[src/rtl/scan_pkg.sv]
// Shared types for the configuration scan-chain loader: FSM states and op codes.
package scan_pkg;

  typedef enum logic [1:0] {
    IDLE  = 2'd0,
    SHIFT = 2'd1,
    DONE  = 2'd2
  } scan_state_t;

  localparam logic SCAN_OP_LOAD = 1'b0;
  localparam logic SCAN_OP_READ = 1'b1;

endpackage

[src/rtl/scan_chain_loader.sv]
// Serialises a parallel config word LSB-first into a scan chain and captures the
// previous chain contents as a readback word; READ recirculates the chain unchanged.
module scan_chain_loader
  import scan_pkg::*;
#(
  parameter int CHAIN_LEN = 64,
  parameter int CNT_W     = $clog2(CHAIN_LEN + 1)
) (
  input  logic                 clk,
  input  logic                 reset,
  input  logic                 cfg_valid,
  output logic                 cfg_ready,
  input  logic                 cfg_op,
  input  logic [CHAIN_LEN-1:0] cfg_data,
  output logic                 se,
  output logic                 si,
  input  logic                 so_in,
  output logic                 busy,
  output logic                 done,
  output logic [CHAIN_LEN-1:0] rdbk_data
);

  localparam logic [CNT_W-1:0] LAST_CNT = CNT_W'(CHAIN_LEN - 1);
  localparam logic [CNT_W-1:0] FULL_CNT = CNT_W'(CHAIN_LEN);

  scan_state_t          state_q, state_d;
  logic [CNT_W-1:0]     cnt_q, cnt_d;
  logic [CHAIN_LEN-1:0] tx_q, tx_d;
  logic [CHAIN_LEN-1:0] shadow_q, shadow_d;
  logic [CHAIN_LEN-1:0] rdbk_q, rdbk_d;
  logic                 op_q, op_d;
  logic                 accept;

  always_ff @(posedge clk) begin
    if (!reset) begin
      state_q  <= IDLE;
      cnt_q    <= '0;
      tx_q     <= '0;
      shadow_q <= '0;
      rdbk_q   <= '0;
      op_q     <= SCAN_OP_LOAD;
    end else begin
      state_q  <= state_d;
      cnt_q    <= cnt_d;
      tx_q     <= tx_d;
      shadow_q <= shadow_d;
      rdbk_q   <= rdbk_d;
      op_q     <= op_d;
    end
  end

  always_comb begin
    state_d  = state_q;
    cnt_d    = cnt_q;
    tx_d     = tx_q;
    shadow_d = shadow_q;
    rdbk_d   = rdbk_q;
    op_d     = op_q;
    accept   = cfg_valid && (state_q != SHIFT);

    case (state_q)
      IDLE, DONE: begin
        if (accept) begin
          tx_d    = cfg_data;
          op_d    = cfg_op;
          cnt_d   = '0;
          state_d = SHIFT;
        end else begin
          state_d = IDLE;
        end
      end
      SHIFT: begin
        // Tail bits arrive oldest-first, so they enter at the MSB and walk down to bit 0.
        shadow_d = {so_in, shadow_q[CHAIN_LEN-1:1]};
        tx_d     = {1'b0, tx_q[CHAIN_LEN-1:1]};
        if (cnt_q != FULL_CNT) begin
          cnt_d = cnt_q + 1'b1;
        end
        if (cnt_q == LAST_CNT) begin
          rdbk_d  = shadow_d;
          state_d = DONE;
        end
      end
      default: state_d = IDLE;
    endcase
  end

  assign se        = (state_q == SHIFT);
  assign busy      = se;
  assign done      = (state_q == DONE);
  assign cfg_ready = !se;
  // READ feeds the tail straight back into the head so the chain rotates to its start.
  assign si        = se && ((op_q == SCAN_OP_READ) ? so_in : tx_q[0]);
  assign rdbk_data = rdbk_q;

endmodule

[config.mk]
export PLATFORM = sky130hd
export DESIGN_NAME = scan_chain_loader
export DESIGN_NICKNAME = d
export VERILOG_FILES = /design/src/rtl/scan_pkg.sv /design/src/rtl/scan_chain_loader.sv
export SDC_FILE = /design/constraint.sdc
export NUM_CORES = 1
export LEC_CHECK = 0
export BUFFER_PORTS_ARGS = -buffer_cell sky130_fd_sc_hd__buf_4
export CORE_ASPECT_RATIO = 1.25
export CORE_UTILIZATION = 46
export DETAILED_ROUTE_END_ITERATION = 6
export HOLD_SLACK_MARGIN = 0.02
export PLACE_DENSITY = 0.68
export SLEW_MARGIN = 10
export SYNTH_ARGS = -nofsm -noshare
export SYNTH_HDL_FRONTEND = slang
export SYNTH_SLANG_ARGS = --single-unit
[constraint.sdc]
create_clock -name clk -period 4.01 [get_ports clk]
set_input_delay 0 -clock clk [delete_from_list [all_inputs] [get_ports clk]]
set_output_delay 0 -clock clk [all_outputs]
set_load 0.05 [all_outputs]
==> key figures, run 1 <==
Timing
  • Max frequency: 372.3 MHz
  • Final Max Tran Viols: 0
  • RSZ-0062 raised after global routing: no
  • Worst setup margin: 1324 ps
  • Sum of negative setup slack: 0 ps
  • Final hold violation count: 0
  • Setup-failing EPs final: 0
  • Tcrit/Tclk final: 0.6699
  • Post-route minimum period: 2686 ps
  • Worst slew pin tran: 1182 ps
  • Min Hold Slack: 27.83 ps
  • Clock Skews: 8.542 ps
  • Slew HR: 0.2100

Routing
  • Final wirelength: 17900 um
  • Via count: 6866
  • DRT iter0 DRCs: 576
  • Per-cell routed wire length: 13.90 um
  • DRC violations left: 0
  • Via density: 5.331
  • Post-DRT Antenna Nets: 0
  • DR pass1 iterations: 5

Global route
  • Grt total ovfl: 0
  • Largest net degree at the start of global routing: 94
  • Initial antenna violation count: 0
  • Tot GR Track Use: 0.2008
  • First-pass GRT wire length: 29650 um
  • Vias in the first global route: 6265

Pwr
  • VDD IR max: 277.1 uV
  • Leak: 3.642 nW
  • Pwr/cell area: 435.8 nW/um2
  • Power Total: 4.419 mW

Clock network
  • CTS Sinks: 201
  • CTS tree: built
  • H-tree levels: 1
  • CTS Buf Count: 20
  • Clock Path Buffers: 3
  • Worst skew pair latency: 480 ps
  • CTS clk-pin slew, worst paths: 60 ps
  • CTS resizes: 0
  • Root buffer cell: clkbuf_16

Worst setup path
  • Worst R2R End: cnt_q[5]
  • Worst EP arrival: 3080 ps
  • Critical Path Sink: cnt_q[5]
  • Setup CP Type: register to register
  • Crit path max fanout: 85
  • Reg2reg setup slack: 1320 ps
  • Length in cells of the worst reg-to-reg path: 5
  • Worst path required time: 4400 ps
  • Reg-to-reg startpoint: state_q[0]
  • CP startpoint: state_q[0]
  • CP Capture Type: register
  • Worst setup SP type: register

Synth
  • Avg Inst Size Synth: 8.525 um2
  • Sequential area share after synthesis: 0.5204
  • Synth warnings: 0
  • Synth Cell Area: 7732 um2
  • Count of cell types in the netlist: 35
  • Cells after synthesis: 907
  • Net count after synthesis: 978
  • Seq cells post-synth: 201

Die
  • Row Count: 52
  • Core ar.: 16330 um2
  • IO Count: 138
  • Die W: 118.0 um
  • Die H: 147.0 um
  • Die area: 17340 um2
  • Initial Util: 0.4735

Outcome
  • Outcome: complete, no violations

Cells and area
  • Fin nets: 1130
  • Final instance area: 10140 um2
  • Multi-input gate area: 3367 um2
  • Final core utilization: 0.6209
  • Register Area: 4024 um2
  • Area Growth Syn to Fin: 31.13%
  • Diode count: 0
  • Post-Layout Cell Count: 1288
  • Fillers: 1400
  • Share of cells above drive strength 1: 0.1698

Place
  • Dpl cells: 1187
  • Detail Placement HPWL: 9762 um
  • Post-place setup slack: 1321 ps
  • PortBufs: 137
  • Gp weighted congestion: 0.7774
  • Placed Instance Area: 8773 um2

Hold path
  • Hold path startpoint: reset
  • Class of the worst hold path: input pin to register

Flow run
  • MaxCap Viol Count: 0
routing by layer:
layer	up-vias	global-route usage	part of all wire
li1	3424	-	-
met1	3232	0.2624	0.44
met2	178	0.3415	0.49
met3	32	0.02834	0.046
met4	0	0.06346	0.019
met5	-	0	0
timing repair:
action / in CTS / in global routing
endpoints found under the hold margin: 67 / 0
setup buffers: 0 / 0
hold buffers: 66 / 0
report_power, final:
| part | switching, mW | total, mW | internal (mW) |
|---|---|---|---|
| sequential | 0.0271 | 2.07 | 2.05 |
| combinational | 0.217 | 0.366 | 0.149 |
| clock | 0.754 | 1.98 | 1.23 |
| total | 0.998 | 4.42 | 3.42 |
cells by family (layout without fill, tap and decap cells):
family	after synthesis	count (layout)	synth area share
buffers and inverters	86	251	0.04644
AO/OA/AOI/OAI	204	204	0.1568
adder cells (fa/ha/maj)	2	2	0.003236
AND/OR/NAND/NOR	348	348	0.1877
multiplexers	66	66	0.08544
flip-flops	201	201	0.5204
layout make-up:
| type | instances | share of cell area |
|---|---|---|
| well taps | 216 | 0.02665 |
| clock buffers | 30 | 0.05911 |
| inverters | 5 | 0.002345 |
| repair buffers | 211 | 0.1725 |
| flip-flops and latches | 201 | 0.3968 |
| multi-input cells | 620 | 0.3321 |
| clock inverters | 5 | 0.01049 |
flip-flops by register name, indices dropped and copies added (netlist names):
name and cells:
rdbk_data 64, tx_q 64, shadow_q 63, cnt_q 7, state_q 2, op_q 1
worst min path at each step:
stage	slack [ps]	end	depth (start not counted)
floorplan	140	op_q	2
global placement	250	tx_q[63]	3
detailed placement	260	tx_q[63]	3
CTS	30	rdbk_data[59]	3
global route	60	rdbk_data[52]	3
finish	30	rdbk_data[40]	3
cells in the mapped netlist:
cell type / count / area (um2)
o2111ai_1: 2 / 17.52
o22ai_1: 2 / 12.51
a31oi_1: 1 / 6.260
nor3b_1: 1 / 7.510
or4b_2: 1 / 10.01
buf_2: 5 / 25.02
a311oi_1: 1 / 8.760
and2_1: 1 / 6.260
o21a_1: 1 / 7.510
nand2b_1: 2 / 12.51
a2bb2oi_1: 1 / 8.760
and3_1: 1 / 6.260
buf_6: 3 / 33.78
nand2_1: 266 / 998.5
o311a_1: 1 / 10.01
or4bb_1: 1 / 11.26
mux2i_1: 66 / 660.6
buf_4: 2 / 15.01
ha_1: 2 / 25.02
or3_1: 2 / 12.51
clkbuf_1: 59 / 221.5
nor2b_1: 3 / 18.77
buf_1: 12 / 45.04
a22oi_1: 63 / 473.0
inv_1: 3 / 11.26
o21ai_0: 1 / 5.000
nand3_1: 67 / 335.3
o32ai_1: 1 / 8.760
dfxtp_1: 201 / 4024
nor4_4: 1 / 21.27
nor2_1: 1 / 3.750
inv_2: 2 / 7.510
a21oi_1: 129 / 645.6
o221ai_1: 1 / 8.760
or4_1: 1 / 7.510
cell usage in the layout (no fill, tap or decap), types with 3 or more instances in the layout:
master,netlist,layout
a22oi_1,63,63
bufinv_16,0,3
dfxtp_1,201,201
clkbuf_8,0,4
clkbuf_16,0,21
nand2_1,266,266
mux2i_1,66,66
clkbuf_1,59,5
inv_1,3,3
nand3_1,67,67
buf_4,2,145
a21oi_1,129,129
dlygate4sd3_1,0,66
worst max-delay path, stage by stage, from the launching register on:
cell and delay (ps):
dfxtp_1 420, nor2b_4 210, buf_4 460, buf_4 750, o21ai_0 410, o221ai_1 280
Note: power is estimated with default switching activity, not from simulation.
==> run 2: changes to the inputs <==
ABC_AREA = 1   (was default)
PLACE_DENSITY = 0.71   (was 0.68)
clock period = 2.4 ns   (was 4.01 ns; I/O delays follow)
==> run 2 against run 1 <==
  * Clock power grew 55%
  * First-iteration DRC count grew 10%
  * Synthesized cell count grew 8.2%
  * Combinational power grew 90%
  * Core utilization grew 1.1 points
  * Count of clock-buffer cells in the layout shrank 2
  * Die area shrank 4.0%
  * Total power grew 67%
  * Fmax grew 24%
  * Global-route usage grew 0.81 points
  * Flip-flop and latch count is the same
  * Critical path type unchanged
  * Critical endpoint is now rdbk_data[63]
  * Largest cell class unchanged
  * Largest power group unchanged
==> key figures, run 2 <==
Clock network
  • Root buffer cell: clkbuf_16
  • CTS Sinks: 201 (unchanged)
  • CTS Buf Count: 20 (unchanged)
  • Clock Path Buffers: 3 (unchanged)
  • CTS tree: built
  • CTS clk-pin slew, worst paths: 60 ps (about the same)
  • Worst skew pair latency: 490 ps (about the same)
  • H-tree levels: 1 (unchanged)

Global route
  • First-pass GRT wire length: 28820 um (-2.8%)
  • Grt total ovfl: 0 (unchanged)
  • Vias in the first global route: 6294 (+0.46%)
  • Tot GR Track Use: 0.2088 (+0.008083)
  • Largest net degree at the start of global routing: 89 (-5.3%)
  • Initial antenna violation count: 0 (unchanged)

Synth
  • Count of cell types in the netlist: 20 (-43%)
  • Main synth FF type: dfxtp_1
  • Post-synth EDFFs: 0 (unchanged)
  • Synth top cells by count: 341 x nand2_1, 201 x dfxtp_1, 134 x nor2_1, 72 x nand3_1, 67 x o21ai_0
  • Count leader, synth: nand2_1
  • Top-area cell type share of the netlist area: 0.5425 (+0.02212)
  • Fraction of registers with async set/reset: 0 (unchanged)
  • Avg Inst Size Synth: 7.561 um2 (-11%)
  • Cells after synthesis: 981 (+8.2%)
  • Seq cells post-synth: 201 (unchanged)
  • Cell taking the most area after synthesis: dfxtp_1
  • Sequential area share after synthesis: 0.5425 (+0.02212)
  • Net count after synthesis: 1052 (+7.6%)
  • Synth warnings: 0 (unchanged)
  • Top cells by area, synth: dfxtp_1 54%, nand2_1 17%, nor2_1 6.8%, a31oi_1 5.3%, nand3_1 4.9%
  • Synth Cell Area: 7417 um2 (-4.1%)

Hold path
  • Class of the worst hold path: input pin to register
  • Hold path startpoint: cfg_data[4]
  • Hold Path Sink: tx_q[4]
  • WHS Path Cells: 4 (+1)

Die
  • Core ar.: 15700 um2 (-3.9%)
  • Row Count: 51 (-1.9%)
  • Die area: 16640 um2 (-4.0%)
  • Die W: 115.6 um (-2.0%)
  • IO Count: 138 (unchanged)
  • Die H: 144.0 um (-2.0%)
  • Initial Util: 0.4725 (-0.0009894)

Routing
  • Via count: 6896 (+0.44%)
  • Via density: 4.997 (-6.3%)
  • Per-cell routed wire length: 12.61 um (-9.2%)
  • Final wirelength: 17410 um (-2.8%)
  • DR pass1 iterations: 5 (unchanged)
  • Post-DRT Antenna Nets: 0 (unchanged)
  • DRT iter0 DRCs: 635 (+10%)
  • DRC violations left: 0 (unchanged)

Worst setup path
  • Length in cells of the worst reg-to-reg path: 8 (+3)
  • Worst path required time: 2770 ps (-1630 ps)
  • Slowest CP cell: dlygate4sd3_1
  • CP Capture Type: register
  • Setup CP Type: register to register
  • Crit path max fanout: 66 (-22%)
  • Crit-path leading delay family: buffers and inverters
  • CP max stage delay: 540 ps (-210 ps)
  • Reg2reg setup slack: 240 ps (-1090 ps)
  • CP bufs+invs: 2 (unchanged)
  • Reg-to-reg startpoint: cnt_q[0]
  • Crit-path most repeated cell: nand2_1
  • Worst R2R End: rdbk_data[63]
  • Critical-path cell list: ha_1 -> nand2_1 -> nor2_2 -> nand4_4 -> buf_6 -> nand3_1 -> nand2_1 -> dlygate4sd3_1
  • Worst setup SP type: register
  • Worst EP arrival: 2540 ps (-540 ps)

Place
  • Detail Placement HPWL: 9155 um (-6.2%)
  • Placed Instance Area: 8498 um2 (-3.1%)
  • Gp weighted congestion: 0.7373 (-5.2%)
  • Dpl cells: 1269 (+6.9%)
  • PortBufs: 137 (unchanged)

Timing
  • Worst slew pin tran: 722.1 ps (-460.4 ps)
  • Clock Skews: 19.25 ps (+10.71 ps)
  • Max frequency: 462.5 MHz (+24%)
  • Final hold violation count: 0 (unchanged)
  • Setup-failing EPs final: 0 (unchanged)
  • Post-route minimum period: 2162 ps (-524.0 ps)
  • Sum of negative setup slack: 0 ps (unchanged)
  • Tcrit/Tclk final: 0.9009 (+0.2310)
  • Min Hold Slack: 342.7 ps (+314.9 ps)
  • RSZ-0062 raised after global routing: no
  • Final Max Tran Viols: 0 (unchanged)
  • Slew HR: 0.5186 (+0.3086)

Pwr
  • Power Total: 7.375 mW (+67%)
  • Pwr/cell area: 743.6 nW/um2 (+71%)
  • VDD IR max: 514.1 uV (+86%)
  • Leak: 4.292 nW (+18%)

Flow run
  • MaxCap Viol Count: 0 (unchanged)

Cells and area
  • Fillers: 1355 (-3.2%)
  • Most frequent cells in the layout: 340 x nand2_1, 201 x dfxtp_1, 148 x buf_4
  • Share of cells above drive strength 1: 0.1644 (-0.005393)
  • Area Growth Syn to Fin: 33.70%
  • Most common library cell in the layout ignoring fill and taps: nand2_1
  • Fin nets: 1225 (+8.4%)
  • Diode count: 0 (unchanged)
  • Post-Layout Cell Count: 1380 (+7.1%)
  • Final instance area: 9917 um2 (-2.2%)

Outcome
  • Outcome: complete, no violations
## run 2: what timing repair did
action / in CTS / in global routing
endpoints found under the hold margin: 93 / 0
resized for setup: 0 / 1
setup buffers: 0 / 4
hold buffers: 70 / 0
setup endpoints to repair: 0 / 1
## run 2: cells by family (layout without fill, tap and decap cells)
logic type      Yosys count  in the layout  share of synthesized area
buf+inv                  87            274                    0.05499
compound gates          138            138                     0.1037
fa+ha+maj                 2              2                   0.003373
xor+xnor                  1              1                   0.001181
flops                   201            201                     0.5425
simple gates            552            552                     0.2942
## run 2: layout make-up
type	count	area [um2]	area share
Clock buffer	28	580.6	0.05854
Clock inverter	8	78.83	0.007949
Inverter	15	58.81	0.005930
Multi-Input combinational cell	693	3002	0.3027
Sequential cell	201	4024	0.4058
Tap cell	212	265.3	0.02675
Timing Repair Buffer	223	1908	0.1924
## run 2: how the worst max path moves through the flow
stage	start	to	slack, ps	cells after the start
final	cnt_q[0]	rdbk_data[63]	240	8
after CTS	cnt_q[0]	rdbk_data[63]	80	9
after floorplan	state_q[0]	si	690	5
after global routing	cnt_q[0]	rdbk_data[63]	90	9
after global placement	cnt_q[0]	rdbk_data[15]	690	8
after detailed placement	cnt_q[0]	rdbk_data[26]	600	8
## run 2: metal layers
metal	vias up	global-route usage	routed length, um	share of wire
met5	-	0	0	0
met4	0	0.05400	173	0.0099
met3	16	0.04736	1125	0.065
met2	197	0.3605	8443	0.49
met1	3168	0.2608	7666	0.44
li1	3515	-	-	-
## run 2: where the power goes
part	switching, mW	internal (mW)	leakage (nW)
clock network	1.26	1.81	0.327
registers	0.105	3.51	1.64
logic	0.390	0.307	2.32
total	1.75	5.62	4.29
## run 2: tightest hold or removal path, cell delays in order
cell	delay, ps
dlygate4sd3_1	530
buf_4	130
nand2_1	50
a31oi_1	70
## run 2: metrics by stage
stage	util	worst slack, ps
after floorplan	-	686.2
after global placement	0.5414	686.7
after detailed placement	0.5414	596.0
after CTS	0.6280	78.67
after global routing	0.6318	89.27
final	0.6318	237.9
==> run 3: changes to the inputs <==
CORE_UTILIZATION = 50   (was 46)
PLACE_DENSITY = 0.76   (was 0.71)
==> run 3 against run 2 <==
  * Final cell count down 3.4%
  * Register-to-register slack better by 220 ps
  * Fmax up 5.4%
  * Via count shrank 0.25%
  * Sequential share of layout area up 0.85 points
  * Clock skew fell by 6.2 ps
  * Cell area is 2.1% lower
  * Combinational power shrank 1%
==> key figures, run 3 (synthesized netlist as in run 2, its figures left out) <==
Outcome
  • Outcome: complete, no violations

Cells and area
  • Fin nets: 1217 (-0.65%)
  • Area Growth Syn to Fin: 30.95%
  • Most common library cell in the layout ignoring fill and taps: nand2_1
  • Share of cells above drive strength 1: 0.1567 (-0.007674)
  • Register Area: 4024 um2 (unchanged)
  • Fillers: 1154 (-15%)
  • Diode count: 0 (unchanged)
  • Multi-input gate area: 3002 um2 (unchanged)
  • Most frequent cells in the layout: 340 x nand2_1, 201 x dfxtp_1, 145 x buf_4

Clock network
  • CTS tree: built
  • CTS clk-pin slew, worst paths: 60 ps (about the same)
  • Worst skew pair latency: 470 ps (-20 ps)
  • Postcts setup bufs: 0 (unchanged)
  • Clock Path Buffers: 3 (unchanged)
  • H-tree levels: 1 (unchanged)
  • Root buffer cell: clkbuf_16
  • CTS Sinks: 201 (unchanged)
  • CTS Buf Count: 19 (-5.0%)

Worst setup path
  • Setup CP Type: register to output port
  • CP bufs+invs: 3 (+1)
  • CP max stage delay: 370 ps (-170 ps)
  • Crit-path leading delay family: buffers and inverters
  • Worst setup SP type: register
  • Crit path max fanout: 50 (-24%)
  • CP Capture Type: output port
  • Critical-path cell list: nand2_2 -> inv_4 -> buf_6 -> o21ai_0 -> a21oi_1 -> buf_4
  • Slowest CP cell: buf_6
  • Worst EP arrival: 2050 ps (-490 ps)
  • Worst path required time: 2400 ps (-370 ps)

Routing
  • DRC violations left: 0 (unchanged)
  • DRT iter0 DRCs: 546 (-14%)
  • Final wirelength: 17270 um (-0.80%)
  • DR pass1 iterations: 5 (unchanged)
  • Post-DRT Antenna Nets: 0 (unchanged)
  • Per-cell routed wire length: 12.95 um (+2.7%)
  • Via density: 5.161 (+3.3%)
  • Via count: 6879 (-0.25%)

Die
  • Die area: 15330 um2 (-7.9%)
  • Row Count: 49 (-3.9%)
  • Core ar.: 14410 um2 (-8.2%)
  • Die W: 110.9 um (-4.0%)
  • Initial Util: 0.5148 (+0.04231)
  • IO Count: 138 (unchanged)
  • Die H: 138.2 um (-4.0%)

Pwr
  • Leak: 4.214 nW (-1.8%)
  • VDD IR max: 686.8 uV (+34%)
  • Pwr/cell area: 740.5 nW/um2 (-0.43%)

Timing
  • Post-route minimum period: 2052 ps (-110.1 ps)
  • Setup-failing EPs final: 0 (unchanged)
  • Max frequency: 487.3 MHz (+5.4%)
  • Clock Skews: 13.05 ps (-6.195 ps)
  • Worst setup margin: 347.9 ps (+110.0 ps)
  • RSZ-0062 raised after global routing: no
  • Final Max Tran Viols: 0 (unchanged)
  • Sum of negative setup slack: 0 ps (unchanged)
  • Worst slew pin tran: 979.1 ps (+257.0 ps)
  • Final hold violation count: 0 (unchanged)
  • Slew HR: 0.3473 (-0.1713)
  • Tcrit/Tclk final: 0.8550 (-0.04585)

Place
  • PortBufs: 137 (unchanged)
  • Gp weighted congestion: 0.7487 (+1.5%)
  • Detail Placement HPWL: 9295 um (+1.5%)
  • Post-place setup slack: 526.0 ps (-70.01 ps)

Global route
  • Vias in the first global route: 6272 (-0.35%)
  • Tot GR Track Use: 0.2236 (+0.01472)
  • First-pass GRT wire length: 29370 um (+1.9%)
  • Grt total ovfl: 0 (unchanged)
  • Initial antenna violation count: 0 (unchanged)
  • Largest net degree at the start of global routing: 112 (+26%)

Hold path
  • Class of the worst hold path: input pin to register

Flow run
  • MaxCap Viol Count: 0 (unchanged)
[run 3: cell count changes in the layout (fill, tap and decap cells not counted), sizes merged]
cell,change
clkinv,-5
inv,+1
clkbuf,-2
buf,-5
dlygate4sd3,-1
clkinvlp,-1
[run 3: layout make-up]
class / count / area share
flip-flops and latches: 201 / 0.4143
well taps: 178 / 0.02293
multi-input cells: 693 / 0.3090
repair buffers: 216 / 0.1864
clock buffers: 27 / 0.05719
inverters: 15 / 0.006054
clock inverters: 3 / 0.004122
[run 3: worst reg2reg max path, stage by stage (launching register included)]
cell and delay [ps]:
dfxtp_1 310, inv_1 50, nand2_2 80, buf_4 480
nand2_1 220, inv_2 150, buf_12 260, nand2_1 120
a31oi_1 190
[run 3: worst paths after layout]
| path | from | endpoint | slack (ps) | cells after the start |
|---|---|---|---|---|
| setup / recovery | state_q[0] | si | 350 | 6 |
| hold / removal | so_in | rdbk_data[63] | 310 | 4 |
| setup reg to reg | state_q[1] | tx_q[56] | 460 | 8 |
| hold reg to reg | shadow_q[1] | rdbk_data[0] | 450 | 2 |
[run 3: per-stage QoR]
stage,cells,area [um2],power [mW],hold WS (ps),util
CTS,1333,9709,7.246,296.3,0.6739
floorplan,981,7417,4.081,103.1,-
finish,1333,9713,7.192,312.2,0.6742
global route,1333,9713,7.512,309.0,0.6742
detailed placement,1234,8423,4.272,206.7,0.5846
global placement,1234,8423,4.259,201.6,0.5846
[run 3: power by group]
part	switching, mW	leakage (nW)	internal, mW
Clock	1.18	0.296	1.70
Sequential	0.109	1.64	3.51
Combinational	0.388	2.28	0.302
Total	1.68	4.21	5.52
[run 3: timing repair]
action                                  in CTS  in global routing
endpoints found under the hold margin       87                  0
hold buffers                                69                  0
gates resized for setup                      0                  1
endpoints found under the setup margin       0                  1
[run 3: per-layer routing]
| metal | wire length, um | global-route usage |
|---|---|---|
| met1 | 7636 | 0.2955 |
| met2 | 8387 | 0.3756 |
| met3 | 948 | 0.03770 |
| met4 | 294 | 0.06456 |
| met5 | 0 | 0 |
